**config.mk**
```make
export PLATFORM = sky130hd
export DESIGN_NAME = alu_arbiter
export DESIGN_NICKNAME = d
export VERILOG_FILES = /design/src/rtl/alu_arbiter.sv
export SDC_FILE = /design/constraint.sdc
export NUM_CORES = 1
export LEC_CHECK = 0
export ABC_AREA = 1
export BUFFER_PORTS_ARGS = -buffer_cell sky130_fd_sc_hd__buf_4
export CAP_MARGIN = 10
export CORE_ASPECT_RATIO = 0.5
export CORE_MARGIN = 8
export CORE_UTILIZATION = 39
export CTS_BUF_LIST = sky130_fd_sc_hd__clkbuf_4 sky130_fd_sc_hd__clkbuf_8
export CTS_CLUSTER_DIAMETER = 120
export DETAILED_ROUTE_END_ITERATION = 10
export PLACE_DENSITY_LB_ADDON = 0.08
export SLEW_MARGIN = 5
export SYNTH_ARGS = -nofsm -noshare
export SYNTH_HDL_FRONTEND = slang
export SYNTH_SLANG_ARGS = --single-unit
```
**constraint.sdc**
```tcl
create_clock -name i_clk -period 2 [get_ports i_clk]
set_clock_uncertainty 0.05 [all_clocks]
set_input_delay 0.2 -clock i_clk [delete_from_list [all_inputs] [get_ports i_clk]]
set_output_delay 0.2 -clock i_clk [all_outputs]
set_load 0.01 [all_outputs]
```
**src/rtl/alu_arbiter.sv**
```systemverilog
// alu_arbiter
// Two-port round-robin arbiter and sequencer in front of the shared 4-op ALU.
// One transaction is in flight at a time:
//   accept -> ISSUE (ALU samples operands) -> CAPTURE (latch ALU outputs)
//   -> RESP (hold the response until the owning port takes it).
// Optional feature macro: ALU_ARBITER_ILLEGAL_OP_EN
//   When defined, ops with op[3:2] != 2'b00 bypass the ALU and are answered
//   directly with result 0 and status 4'b1000.

module alu_arbiter #(
   parameter int N = 4,
   parameter int M = 8,
   parameter int K = 8
) (
   input  logic          i_clk,
   input  logic          i_reset,

   input  logic          i_req_valid_0,
   output logic          o_req_ready_0,
   input  logic [N-1:0]  i_op_0,
   input  logic [M-1:0]  i_arg_A_0,
   input  logic [M-1:0]  i_arg_B_0,

   input  logic          i_req_valid_1,
   output logic          o_req_ready_1,
   input  logic [N-1:0]  i_op_1,
   input  logic [M-1:0]  i_arg_A_1,
   input  logic [M-1:0]  i_arg_B_1,

   output logic          o_rsp_valid_0,
   input  logic          i_rsp_ready_0,
   output logic          o_rsp_valid_1,
   input  logic          i_rsp_ready_1,

   output logic [K-1:0]  o_result,
   output logic [3:0]    o_status,

   output logic [N-1:0]  o_alu_op,
   output logic [M-1:0]  o_alu_arg_A,
   output logic [M-1:0]  o_alu_arg_B,
   input  logic [K-1:0]  i_alu_result,
   input  logic [3:0]    i_alu_status,

   output logic          o_busy,
   output logic [7:0]    o_done_cnt
);

   typedef enum logic [1:0] {
      IDLE    = 2'd0,
      ISSUE   = 2'd1,
      CAPTURE = 2'd2,
      RESP    = 2'd3
   } state_t;

   state_t        state;
   logic          last_grant;
   logic          owner;

   logic          grant_0;
   logic          grant_1;
   logic          accept;
   logic [N-1:0]  sel_op;
   logic [M-1:0]  sel_arg_A;
   logic [M-1:0]  sel_arg_B;
   logic          sel_illegal;
   logic          owner_rsp_ready;

   // Round-robin grant: a lone requester always wins; on a tie the port
   // that did not win last time is chosen. Ready only exists in IDLE.
   always_comb begin
      grant_0         = i_req_valid_0 & (~i_req_valid_1 | last_grant);
      grant_1         = i_req_valid_1 & (~i_req_valid_0 | ~last_grant);
      o_req_ready_0   = (state == IDLE) & grant_0;
      o_req_ready_1   = (state == IDLE) & grant_1;
      accept          = o_req_ready_0 | o_req_ready_1;
      sel_op          = o_req_ready_1 ? i_op_1    : i_op_0;
      sel_arg_A       = o_req_ready_1 ? i_arg_A_1 : i_arg_A_0;
      sel_arg_B       = o_req_ready_1 ? i_arg_B_1 : i_arg_B_0;
      owner_rsp_ready = owner ? i_rsp_ready_1 : i_rsp_ready_0;
   end

   // Decide whether the selected op is answered locally instead of by the ALU.
`ifdef ALU_ARBITER_ILLEGAL_OP_EN
   always_comb begin
      sel_illegal = (sel_op[3:2] != 2'b00);
   end
`else
   always_comb begin
      sel_illegal = 1'b0;
   end
`endif

   // Operand registers feed the ALU directly; they only load on an accepted
   // legal request, so the ALU never sees the request ports combinationally.
   always_ff @(posedge i_clk or negedge i_reset) begin
      if (!i_reset) begin
         o_alu_op    <= '0;
         o_alu_arg_A <= '0;
         o_alu_arg_B <= '0;
      end else if (accept && !sel_illegal) begin
         o_alu_op    <= sel_op;
         o_alu_arg_A <= sel_arg_A;
         o_alu_arg_B <= sel_arg_B;
      end
   end

   // Sequencer FSM with registered response, busy and completion outputs.
   always_ff @(posedge i_clk or negedge i_reset) begin
      if (!i_reset) begin
         state         <= IDLE;
         last_grant    <= 1'b1;
         owner         <= 1'b0;
         o_rsp_valid_0 <= 1'b0;
         o_rsp_valid_1 <= 1'b0;
         o_result      <= '0;
         o_status      <= '0;
         o_busy        <= 1'b0;
         o_done_cnt    <= '0;
      end else begin
         case (state)
            IDLE: begin
               if (accept) begin
                  owner      <= o_req_ready_1;
                  last_grant <= o_req_ready_1;
                  o_busy     <= 1'b1;
                  if (sel_illegal) begin
                     state         <= RESP;
                     o_result      <= '0;
                     o_status      <= 4'b1000;
                     o_rsp_valid_0 <= o_req_ready_0;
                     o_rsp_valid_1 <= o_req_ready_1;
                  end else begin
                     state <= ISSUE;
                  end
               end
            end
            ISSUE: begin
               state <= CAPTURE;
            end
            CAPTURE: begin
               state         <= RESP;
               o_result      <= i_alu_result;
               o_status      <= i_alu_status;
               o_rsp_valid_0 <= ~owner;
               o_rsp_valid_1 <= owner;
            end
            RESP: begin
               if (owner_rsp_ready) begin
                  state         <= IDLE;
                  o_rsp_valid_0 <= 1'b0;
                  o_rsp_valid_1 <= 1'b0;
                  o_busy        <= 1'b0;
                  o_done_cnt    <= o_done_cnt + 8'd1;
               end
            end
            default: begin
               state <= IDLE;
            end
         endcase
      end
   end

endmodule

```
# --- Word level (Yosys, flattened, before mapping) ---
# Index checks and enable logic that the tools add are counted.
totals:
  inputBits: 58
  reg_bits: 47
op_classes:
  n_eq_ne: 5
  muxes: 12
  add_sub_neg: 1
  bitwise: 11
  reduce_logical: 8
op_table:
  columns: ["op", "n"]
  rows:
  - ["8-bit two-way mux", 2]
  - ["8-bit by 1-bit adder with 8-bit output (second input constant)", 1]
  - ["2-bit case mux with 4 select lines", 1]
  - ["2-bit AND reduction", 4]
  - ["1-bit case mux with 2 select lines", 3]
  - ["1-bit AND", 4]
  - ["2-bit == test (second input constant)", 2]
  - ["2-bit two-way mux", 2]
  - ["4-bit two-way mux", 1]
  - ["2-bit != test (second input constant)", 2]
  - ["1-bit inverter", 4]
  - ["2-bit nonzero test", 2]
  - ["1-bit two-way mux", 3]
  - ["1-bit OR", 3]
  - ["3-bit AND reduction", 1]
  - ["2-bit by 1-bit == test with 1-bit output (second input constant)", 1]
  - ["2-bit zero test", 1]

# --- Logic depth before layout (Yosys ltp) ---
# Gate-level depths: netlist of run 1.
depth:
  depth_word: 7
  mapped_depth: 9
  mapped_depth_nobuf: 9

# --- Worst setup path after synthesis of run 1 ---
# Ideal clock, no wire load.
synth_timing:
  kind: "register to register"
  startpoint: "register state[0]"
  endpoint: "register o_alu_arg_A[0]"
  path_stages_with_launch: 9
  arrival_time_ns: 1.211
  path_buffers: 1
  synth_period_minus_slack_ns: 1.378
  path_slack_ns: 0.622
  path_cell_list: "dfrtp_1 > inv_1 > ha_1 > nand2_1 > nand2_4 > inv_4 > buf_2 > nand2_1 > nand2_1"
synth_between:
  elab_chain_len: 3
  word_cells_on_any_way: 5
synth_lines:
  columns: ["element", "line_no", "source"]
  rows:
  - ["start: declaration", "55", "state_t state;"]
  - ["start signal: assignment", "110", "state <= IDLE;"]
  - ["start signal: assignment", "127", "state <= RESP;"]
  - ["start signal: assignment", "133", "state <= ISSUE;"]
  - ["2-bit zero test (*)", "73, 74", null]
  - ["1-bit AND (on tied branches)", "74, 73", null]
  - ["8-bit two-way mux / 1-bit OR (equally long branches)", "77, 75", null]
  - ["end signal: assignment", "102", "o_alu_arg_A <= sel_arg_A;"]
  - ["end: declaration", "39", "output logic [M-1:0] o_alu_arg_A,"]
# Mark *: on every way between the ends. The rest lies on a longest branch, timed or not.
# A chain may end at the register's enable or synchronous reset.

# --- Final worst setup path of run 1 ---
layout_timing:
  startpoint: "register state[0]"
  endpoint: "output o_req_ready_1"
layout_between:
  elab_chain_len: 2
layout_lines:
  columns: ["element", "line_no", "source"]
  rows:
  - ["2-bit zero test", "74", "o_req_ready_1 = (state == IDLE) & grant_1;"]
  - ["1-bit AND", "74", null]
  - ["end: declaration", "25", "output logic o_req_ready_1,"]
# Every way passes these cells.

==> results of run 1 <==
## metrics by stage
step	hold slack [ns]	instance area (um2)	utilization	worst slack (ns)	cells
CTS	0.03604	3339	0.5560	0.02428	506
global placement	0.1944	3193	0.5317	0.4494	497
floorplan	-0.1456	2399	-	0.6215	326
global route	0.04110	3342	0.5565	0.03131	506
detailed placement	0.1964	3193	0.5317	0.3708	497
finish	0.04739	3342	0.5565	0.1341	506
## report_power, final
part / internal, uW / total, uW / switching (uW) / leakage [uW]
clock: 498 / 807 / 309 / 0.0000644
sequential: 1390 / 1670 / 281 / 0.000580
combinational: 974 / 2210 / 1230 / 0.00134
## routing by layer
metal,vias to the layer above,wire (um)
li1,1163,-
met5,-,0
met4,0,8
met1,1007,2876
met2,61,2806
met3,2,503
## registers in the layout, summed over array words and instances (netlist names)
| name | cells |
|---|---|
| last_grant | 1 |
| o_result | 8 |
| o_alu_arg_B | 8 |
| o_alu_op | 4 |
| o_rsp_valid_0 | 1 |
| o_busy | 1 |
| owner | 1 |
| state | 2 |
| o_status | 4 |
| o_alu_arg_A | 8 |
| o_rsp_valid_1 | 1 |
| o_done_cnt | 8 |
## timing repair
| item | CTS | global route |
|---|---|---|
| endpoints found under the hold margin | 46 | 0 |
| hold buffers | 1 | 0 |
| setup endpoints to repair | 0 | 1 |
| gates resized for setup | 0 | 2 |
## worst reg2reg max path: stages (launching register included)
cell and delay (ns):
dfrtp_1 0.39, inv_1 0.08, ha_1 0.29, nand2_1 0.14, nand2_4 0.07, inv_4 0.19, nand2_1 0.13, nand2_2 0.11
nand2_1 0.07, o21ai_2 0.05
## worst max-delay path by stage
stage / depth (start not counted) / to / startpoint
final: 5 / o_req_ready_1 / state[0]
after detailed placement: 5 / o_req_ready_1 / state[0]
after global placement: 5 / o_req_ready_1 / state[0]
after global routing: 5 / o_req_ready_1 / state[0]
after CTS: 5 / o_req_ready_1 / state[0]
after floorplan: 8 / o_alu_arg_A[0] / state[0]
## cell type report
| class | instances | share of cell area |
|---|---|---|
| Clock buffer | 5 | 0.02059 |
| Clock inverter | 3 | 0.02022 |
| Inverter | 56 | 0.06440 |
| Sequential cell | 47 | 0.3523 |
| Tap cell | 77 | 0.02883 |
| Multi-Input combinational cell | 212 | 0.2748 |
| Timing Repair Buffer | 106 | 0.2389 |
## cells in the final DEF (no fill, tap or decap)
cell             n
o21ai_2          1
ha_1             4
inv_4            2
a21oi_1          3
bufinv_16        2
dfstp_2          1
o21ai_0          6
nand3b_1         1
nand2_1        156
clkbuf_8         5
nand2_2          2
nand3_2          2
nand3_1         24
clkinvlp_4       1
xor2_1           2
nand4_1          1
dfrtp_1         46
buf_4          105
nand2_4          1
inv_1           54
dlygate4sd3_1    1
nor2_1           9
## cells by family after synthesis
logic type | synth area share
buffers and inverters | 0.1262
AO/OA/AOI/OAI | 0.02243
XOR/XNOR | 0.007304
adder cells (fa/ha/maj) | 0.02087
flip-flops | 0.4909
AND/OR/NAND/NOR | 0.3323
==> results.yml, run 1 <==
status:
  status: "finished, final reports clean"
final_layout:
  multi_input_area_um2: 918.4
  drive_gt1_frac: 0.2844
  area_delta_synth_final_pct: 39.33
  diodes: 0
  fillers: 597
  seqCellArea_um2: 1177
  nNetsFinal: 490
sta:
  relSlewSlack: 0.6142
  clock.fmax_mhz: 535.9
  hold_viol_final: 0
  rsz0062_at_grt: "false"
  setup_total_negative_slack_ns: 0
  tightest_slew_ns: 0.5787
  fin_crit_ns: 1.866
  slew_violations: 0
  setup_viol: 0
  fin_crit_sh: 0.9329
clocking:
  cts_inserted_buffers: 5
  clock-sinks: 47
  max-clock-path-buffers: 2
  clock_latency_ns: 0.29
  cts_root_buf: "clkbuf_8"
  cts_tree: "built"
  post_cts_buffers: 0
  htreeDepth: 2
  cts.clk_slew.worst_paths_ns: 0.09
critical_path:
  cp_cell_sequence: "inv_1 -> ha_1 -> nand3_2 -> inv_4 -> buf_4"
  crit_type: "flop to output pin"
  end_kind: "output pin"
  arrival_ns: 1.62
  critPathMaxStageDelay_ns: 0.41
  r2r_setup_slack_ns: 0.36
  reg2reg_depth: 9
  crit_slowest_cell: "dfrtp_1"
  crit_required_ns: 1.75
  cp_max_fo: 21
  critPathTopFamily: "buffers and inverters"
  timing.rr.start: "state[0]"
  cp_num_buf_inv: 3
  cp-start-kind: "flop"
  reg2reg_to: "state[0]"
synth:
  synth_area_leaders: "dfrtp_1, nand2_1, inv_1, nand3_1, buf_6"
  synth.largest_area_cell: "dfrtp_1"
  synthArstFlopShare: 1.000
  ys_top_cells_by_count: "nand2_1, inv_1, dfrtp_1"
  synth_edf_count: 0
  ys.flop_type: "dfrtp_1"
  syn_area_um2: 2399
  syn_avg_cell_area_um2: 7.358
  ys_seq_elements: 47
  yosysWarnings: 0
  synth_top_area_frac: 0.4799
  syn-num-nets: 388
  syn_inst: 326
  ys_seq_area_frac: 0.4909
  synth.most_common_cell: "nand2_1"
  ys_types: 21
power_and_ir_drop:
  power_uw: 4689
  ir_worst_vdd_v: 0.0005538
  p_leak_uw: 0.001985
  cellPowerDensity_nw_per_um2: 1403
global_routing:
  grt_max_degree: 48
  grtUsageMet1: 0.1653
  grt_most_used_layer: "met2"
  grt_usage: 0.1359
  grtUsageMet2: 0.2237
  grtUsageMet3: 0.05699
  grt_pass1_vias: 2254
  antenna_found_initial: 0
  grt.overflow.total: 0
  grt_pass1_wl_mm: 10.28
hold_path:
  hp-start: "i_alu_status[2]"
  whs_endpoint: "o_status[2]"
  hold_depth: 3
  hp-class: "input pin to flop"
floorplanning:
  rows: 20
  dieArea_um2: 9068
  die_w_um: 126.9
  coreArea_um2: 6006
  start_util: 0.3994
  ios: 103
  die_h_um: 71.46
drt:
  wl_mm: 6.195
  first_pass_iters: 4
  viasPerCell: 4.413
  drc: 0
  first_iter_violations: 77
  wl_per_cell_um: 12.24
  vias: 2233
  ant_nets: 0
placement:
  hpwl_mm: 4.894
  gp_congestion: 0.7308
  numPortBuffers: 102
job:
  maxCapViolations: 0
No activity file was read; power rests on OpenSTA's default activity.
==> run 2, diff against run 1 <==
--- a/config.mk
+++ b/config.mk
@@ -6,7 +6,6 @@
 export NUM_CORES = 1
 export LEC_CHECK = 0
 export ABC_AREA = 1
-export BUFFER_PORTS_ARGS = -buffer_cell sky130_fd_sc_hd__buf_4
 export CAP_MARGIN = 10
 export CORE_ASPECT_RATIO = 0.5
 export CORE_MARGIN = 8
@@ -14,6 +13,7 @@
 export CTS_BUF_LIST = sky130_fd_sc_hd__clkbuf_4 sky130_fd_sc_hd__clkbuf_8
 export CTS_CLUSTER_DIAMETER = 120
 export DETAILED_ROUTE_END_ITERATION = 10
+export DONT_BUFFER_PORTS = 1
 export PLACE_DENSITY_LB_ADDON = 0.08
 export SLEW_MARGIN = 5
 export SYNTH_ARGS = -nofsm -noshare
==> results.yml, run 2 (synthesis gave the netlist of run 1 again) <==
status:
  status: "finished, final reports clean"
power_and_ir_drop:
  ir_worst_vdd_v: 0.0005011
  p_leak_uw: 0.001550
  cellPowerDensity_nw_per_um2: 1471
sta:
  setup_viol: 0
  clock.fmax_mhz: 568.9
  rsz0062_at_grt: "false"
  relSlewSlack: 0.7369
  slew_violations: 0
  setup_total_negative_slack_ns: 0
  fin_hold_ws_ns: 0.06198
  hold_viol_final: 0
  fin_crit_sh: 0.8789
  tightest_slew_ns: 0.3941
  fin_crit_ns: 1.758
critical_path:
  reg2reg_depth: 7
  crit_required_ns: 1.75
  crit_type: "flop to output pin"
  arrival_ns: 1.51
  cp-start-kind: "flop"
  cp_max_fo: 21
  end_kind: "output pin"
global_routing:
  grt_pass1_vias: 1921
  grt_max_degree: 48
  grt_usage: 0.1329
  grt.overflow.total: 0
  antenna_found_initial: 0
  grt_pass1_wl_mm: 9.770
clocking:
  cts_inserted_buffers: 5
  cts_root_buf: "clkbuf_8"
  cts.clk_slew.worst_paths_ns: 0.09
  cts_tree: "built"
  htreeDepth: 2
  post_cts_buffers: 0
  clock_latency_ns: 0.29
  clock-sinks: 47
  max-clock-path-buffers: 2
hold_path:
  hold_depth: 4
  hp-class: "input pin to flop"
floorplanning:
  rows: 20
  coreArea_um2: 6006
  ios: 103
  die_h_um: 71.46
  start_util: 0.3994
  die_w_um: 126.9
  dieArea_um2: 9068
placement:
  numPortBuffers: 0
  dp_cells: 396
  gp_congestion: 0.7473
  hpwl_mm: 4.469
final_layout:
  layout_common_cells: "nand2_1, inv_1, dfrtp_1"
  fillers: 597
  final_common_cell: "nand2_1"
  diodes: 0
  drive_gt1_frac: 0.06452
  utilization: 0.4513
  area_delta_synth_final_pct: 12.99
  finalNonFillerCells: 418
  nNetsFinal: 402
drt:
  ant_nets: 0
  viasPerCell: 4.670
  drc: 0
  wl_per_cell_um: 14.16
  first_iter_violations: 85
  first_pass_iters: 4
  wl_mm: 5.919
  vias: 1952
job:
  maxCapViolations: 0
[run 2: power breakdown]
group / internal [uW] / total, uW / switching, uW
logic: 472 / 1340 / 863
clock network: 405 / 723 / 318
registers: 1390 / 1930 / 536
[run 2: stage by stage]
stage	power, uW	area [um2]	worst slack, ns
2_1_floorplan	2968	2399	0.6215
3_3_place_gp	3225	2435	0.4480
3_5_place_dp	3281	2435	0.3924
4_1_cts	4069	2710	0.2207
5_1_grt	4360	2710	0.1052
6_report	3987	2710	0.2422
[run 2: routing by layer]
layer  wire length (um)  vias up  global-route usage
met1               2724      905              0.1657
met2               2617       60              0.2078
met4                 14        0             0.02353
li1                   -      985                   -
met5                  0        -                   0
met3                563        2             0.06218
[run 2: layout make-up]
| cell class | instances | area, um2 | area share |
|---|---|---|---|
| clock inverter | 2 | 35.03 | 0.01293 |
| clock buffer | 6 | 82.58 | 0.03047 |
| inverter | 56 | 212.7 | 0.07849 |
| tap | 77 | 96.34 | 0.03555 |
| multi-input combinational | 212 | 918.4 | 0.3389 |
| sequential | 47 | 1177 | 0.4344 |
| timing repair buffer | 18 | 187.7 | 0.06925 |
[run 2: repair_timing]
action / 4_1_cts / 5_1_grt
endpoints found under the hold margin: 59 / 0
resized for setup: 0 / 0
hold buffers: 14 / 0
[run 2: worst paths after layout]
path                               from        endpoint  slack, ns
max                            state[0]   o_req_ready_1       0.24
min                        i_arg_A_1[0]  o_alu_arg_A[0]       0.06
max reg2reg                    state[0]     o_alu_op[1]       0.39
min reg2reg                  last_grant      last_grant       0.47
max in group asynchronous       i_reset      last_grant       1.27
min in group asynchronous       i_reset     o_result[1]       0.34
[run 2: worst max-delay path, cell delays in order (launching register included)]
cell and delay (ns):
dfrtp_1 0.40, inv_1 0.09, ha_1 0.29, nand3_2 0.12
inv_2 0.31
==> run 3, diff against run 2 <==
--- a/config.mk
+++ b/config.mk
@@ -5,7 +5,6 @@
 export SDC_FILE = /design/constraint.sdc
 export NUM_CORES = 1
 export LEC_CHECK = 0
-export ABC_AREA = 1
 export CAP_MARGIN = 10
 export CORE_ASPECT_RATIO = 0.5
 export CORE_MARGIN = 8
==> results.yml, run 3 <==
critical_path:
  r2r_setup_slack_ns: 0.43
  crit_required_ns: 1.75
  timing.rr.start: "state[1]"
  reg2reg_to: "state[1]"
  cp_max_fo: 23
  end_kind: "output pin"
  crit_type: "flop to output pin"
  reg2reg_depth: 5
  crit_start: "state[1]"
  crit_end: "o_req_ready_1"
  arrival_ns: 1.61
  cp-start-kind: "flop"
synth:
  synth-simple-area-share: 0.08107
  synth-compound-area-share: 0.2093
  ys.flop_type: "dfrtp_1"
  syn-num-nets: 274
  syn_inst: 212
  synth_area_leaders: "dfrtp_1, o2111ai_1, mux2_2, a31oi_1, o21ai_0"
  yosysWarnings: 0
  synth_top_family_by_area: "compound AO/OA/AOI/OAI gates"
  ys_types: 28
  synth.largest_area_cell: "dfrtp_1"
  ys_seq_area_frac: 0.5225
  synth_top_area_frac: 0.5108
  synthMuxAreaShare: 0.08606
  ys_seq_elements: 47
  synth_xor_area_frac: 0.02721
  synth_edf_count: 0
  synth_fa_ha_area_frac: 0.02221
  synthArstFlopShare: 1.000
  synth.most_common_cell: "dfrtp_1"
  syn_avg_cell_area_um2: 10.63
  ys_top_cells_by_count: "dfrtp_1, nor2_1, o21ai_0"
  syn_area_um2: 2253
clocking:
  clock-sinks: 47
  cts.clk_slew.worst_paths_ns: 0.09
  cts_tree: "built"
  clock_latency_ns: 0.30
  cts_inserted_buffers: 5
  cts_root_buf: "clkbuf_8"
  htreeDepth: 2
  post_cts_buffers: 0
  max-clock-path-buffers: 2
sta:
  slew_violations: 0
  clock.fmax_mhz: 537.9
  tightest_slew_ns: 0.6854
  setup_viol: 0
  relSlewSlack: 0.5426
  fin_crit_ns: 1.859
  fin_crit_sh: 0.9295
  setup_total_negative_slack_ns: 0
  hold_viol_final: 0
  rsz0062_at_grt: "false"
power_and_ir_drop:
  p_leak_uw: 0.001079
  cellPowerDensity_nw_per_um2: 1569
  ir_worst_vdd_v: 0.0006817
  p_sw_frac: 0.4076
  p_comb_frac: 0.361
  p_seq_frac: 0.478
  p_sw_uw: 1759
  power_frac_clock: 0.161
  p_int_uw: 2555
  power_uw: 4314
floorplanning:
  ios: 103
  dieArea_um2: 8614
  die_w_um: 123.5
  coreArea_um2: 5539
  die_h_um: 69.75
  rows: 19
  start_util: 0.4068
global_routing:
  grt_max_degree: 48
  grt.overflow.total: 0
  grt_usage: 0.1419
  antenna_found_initial: 0
  grt_pass1_wl_mm: 9.625
  grt_pass1_vias: 1819
final_layout:
  utilization: 0.4963
  layout_common_cells: "dfrtp_1, dlygate4sd3_1, nor2_1"
  drive_gt1_frac: 0.1561
  area_delta_synth_final_pct: 21.99
  multi_input_area_um2: 975.9
  seqCellArea_um2: 1177
  nNetsFinal: 299
  fillers: 510
  diodes: 0
  final_common_cell: "dfrtp_1"
drt:
  first_iter_violations: 89
  first_pass_iters: 4
  ant_nets: 0
  vias: 1790
  drc: 0
  viasPerCell: 5.774
  wl_mm: 6.124
  wl_per_cell_um: 19.75
placement:
  gp_congestion: 0.7294
  hpwl_mm: 4.224
  numPortBuffers: 0
job:
  maxCapViolations: 0
hold_path:
  hp-class: "input pin to flop"
status:
  status: "finished, final reports clean"
[run 3: cell count changes in the layout (fill, tap and decap cells not counted), moves of 3 or more]
cell and change:
o2111ai_1 +20, xor2_1 +5, nand2_1 -149, inv_1 -48, a31oi_1 +20, o22ai_1 +4
dlygate4sd3_1 +15, o21ai_0 +15, nand3_1 -24, a21oi_1 -3, mux2_2 +13, buf_4 +3
nor2_1 +16, nor3_1 +4
[run 3: cells by family after synthesis]
kind of cell / after synthesis
multiplexers: 16
buffers and inverters: 26
flip-flops: 47
adder cells (fa/ha/maj): 4
AO/OA/AOI/OAI: 70
XOR/XNOR: 7
AND/OR/NAND/NOR: 42
[run 3: cell type report]
| class | instances | share of cell area |
|---|---|---|
| flip-flops and latches | 47 | 0.4283 |
| multi-input cells | 139 | 0.3550 |
| repair buffers | 37 | 0.1352 |
| well taps | 73 | 0.03323 |
| clock buffers | 6 | 0.02777 |
| clock inverters | 1 | 0.01092 |
| inverters | 7 | 0.009558 |
[run 3: metrics by stage]
step           std cells  hold WS, ns  cell area (um2)  setup WS, ns
2_1_floorplan        212      -0.1456             2253        0.3970
3_3_place_gp         274      -0.1441             2315        0.3499
6_report             310      0.01501             2749        0.1411
5_1_grt              310     0.001563             2749       0.01036
3_5_place_dp         274      -0.1441             2315        0.3296
4_1_cts              310    0.0003553             2735       0.02981
[run 3: metal layers]
metal	global-route usage	vias to the layer above	share of wire
li1	-	826	-
met1	0.1689	874	0.43
met2	0.2294	81	0.47
met3	0.05605	9	0.091
met4	0.04371	0	0.012
met5	0	-	0
[run 3: worst min-delay path by stage]
| stage | slack (ns) | cells past startpoint | start | endpoint |
|---|---|---|---|---|
| floorplan | -0.15 | 0 | i_reset | o_alu_arg_A[0] |
| detailed placement | -0.14 | 0 | i_reset | o_alu_op[2] |
| global placement | -0.14 | 0 | i_reset | o_alu_op[2] |
| global route | 0.002 | 2 | i_op_1[1] | o_alu_op[1] |
| CTS | 0.0004 | 2 | i_arg_A_1[1] | o_alu_arg_A[1] |
| finish | 0.02 | 2 | i_arg_B_1[5] | o_alu_arg_B[5] |
[run 3: repair_timing]
item / CTS / global route
hold buffers: 29 / 0
endpoints found under the setup margin: 2 / 1
cloned: 0 / 0
endpoints found under the hold margin: 71 / 0
gates resized for setup: 2 / 3
[run 3: critical path: stages (launching register included)]
cell and delay [ns]:
dfrtp_1 0.41, inv_1 0.10, ha_4 0.16, buf_6 0.13
nand2_1 0.05, buf_4 0.20, nor2_1 0.12, buf_4 0.13
[run 3: power groups by stage]
stage               clock network [uW]  logic, uW  registers, uW
floorplan                            0       1220           1950
global placement                     0       1410           2090
detailed placement                   0       1450           2090
CTS                                729       1530           2080
global route                       759       1760           2140
finish                             695       1560           2060
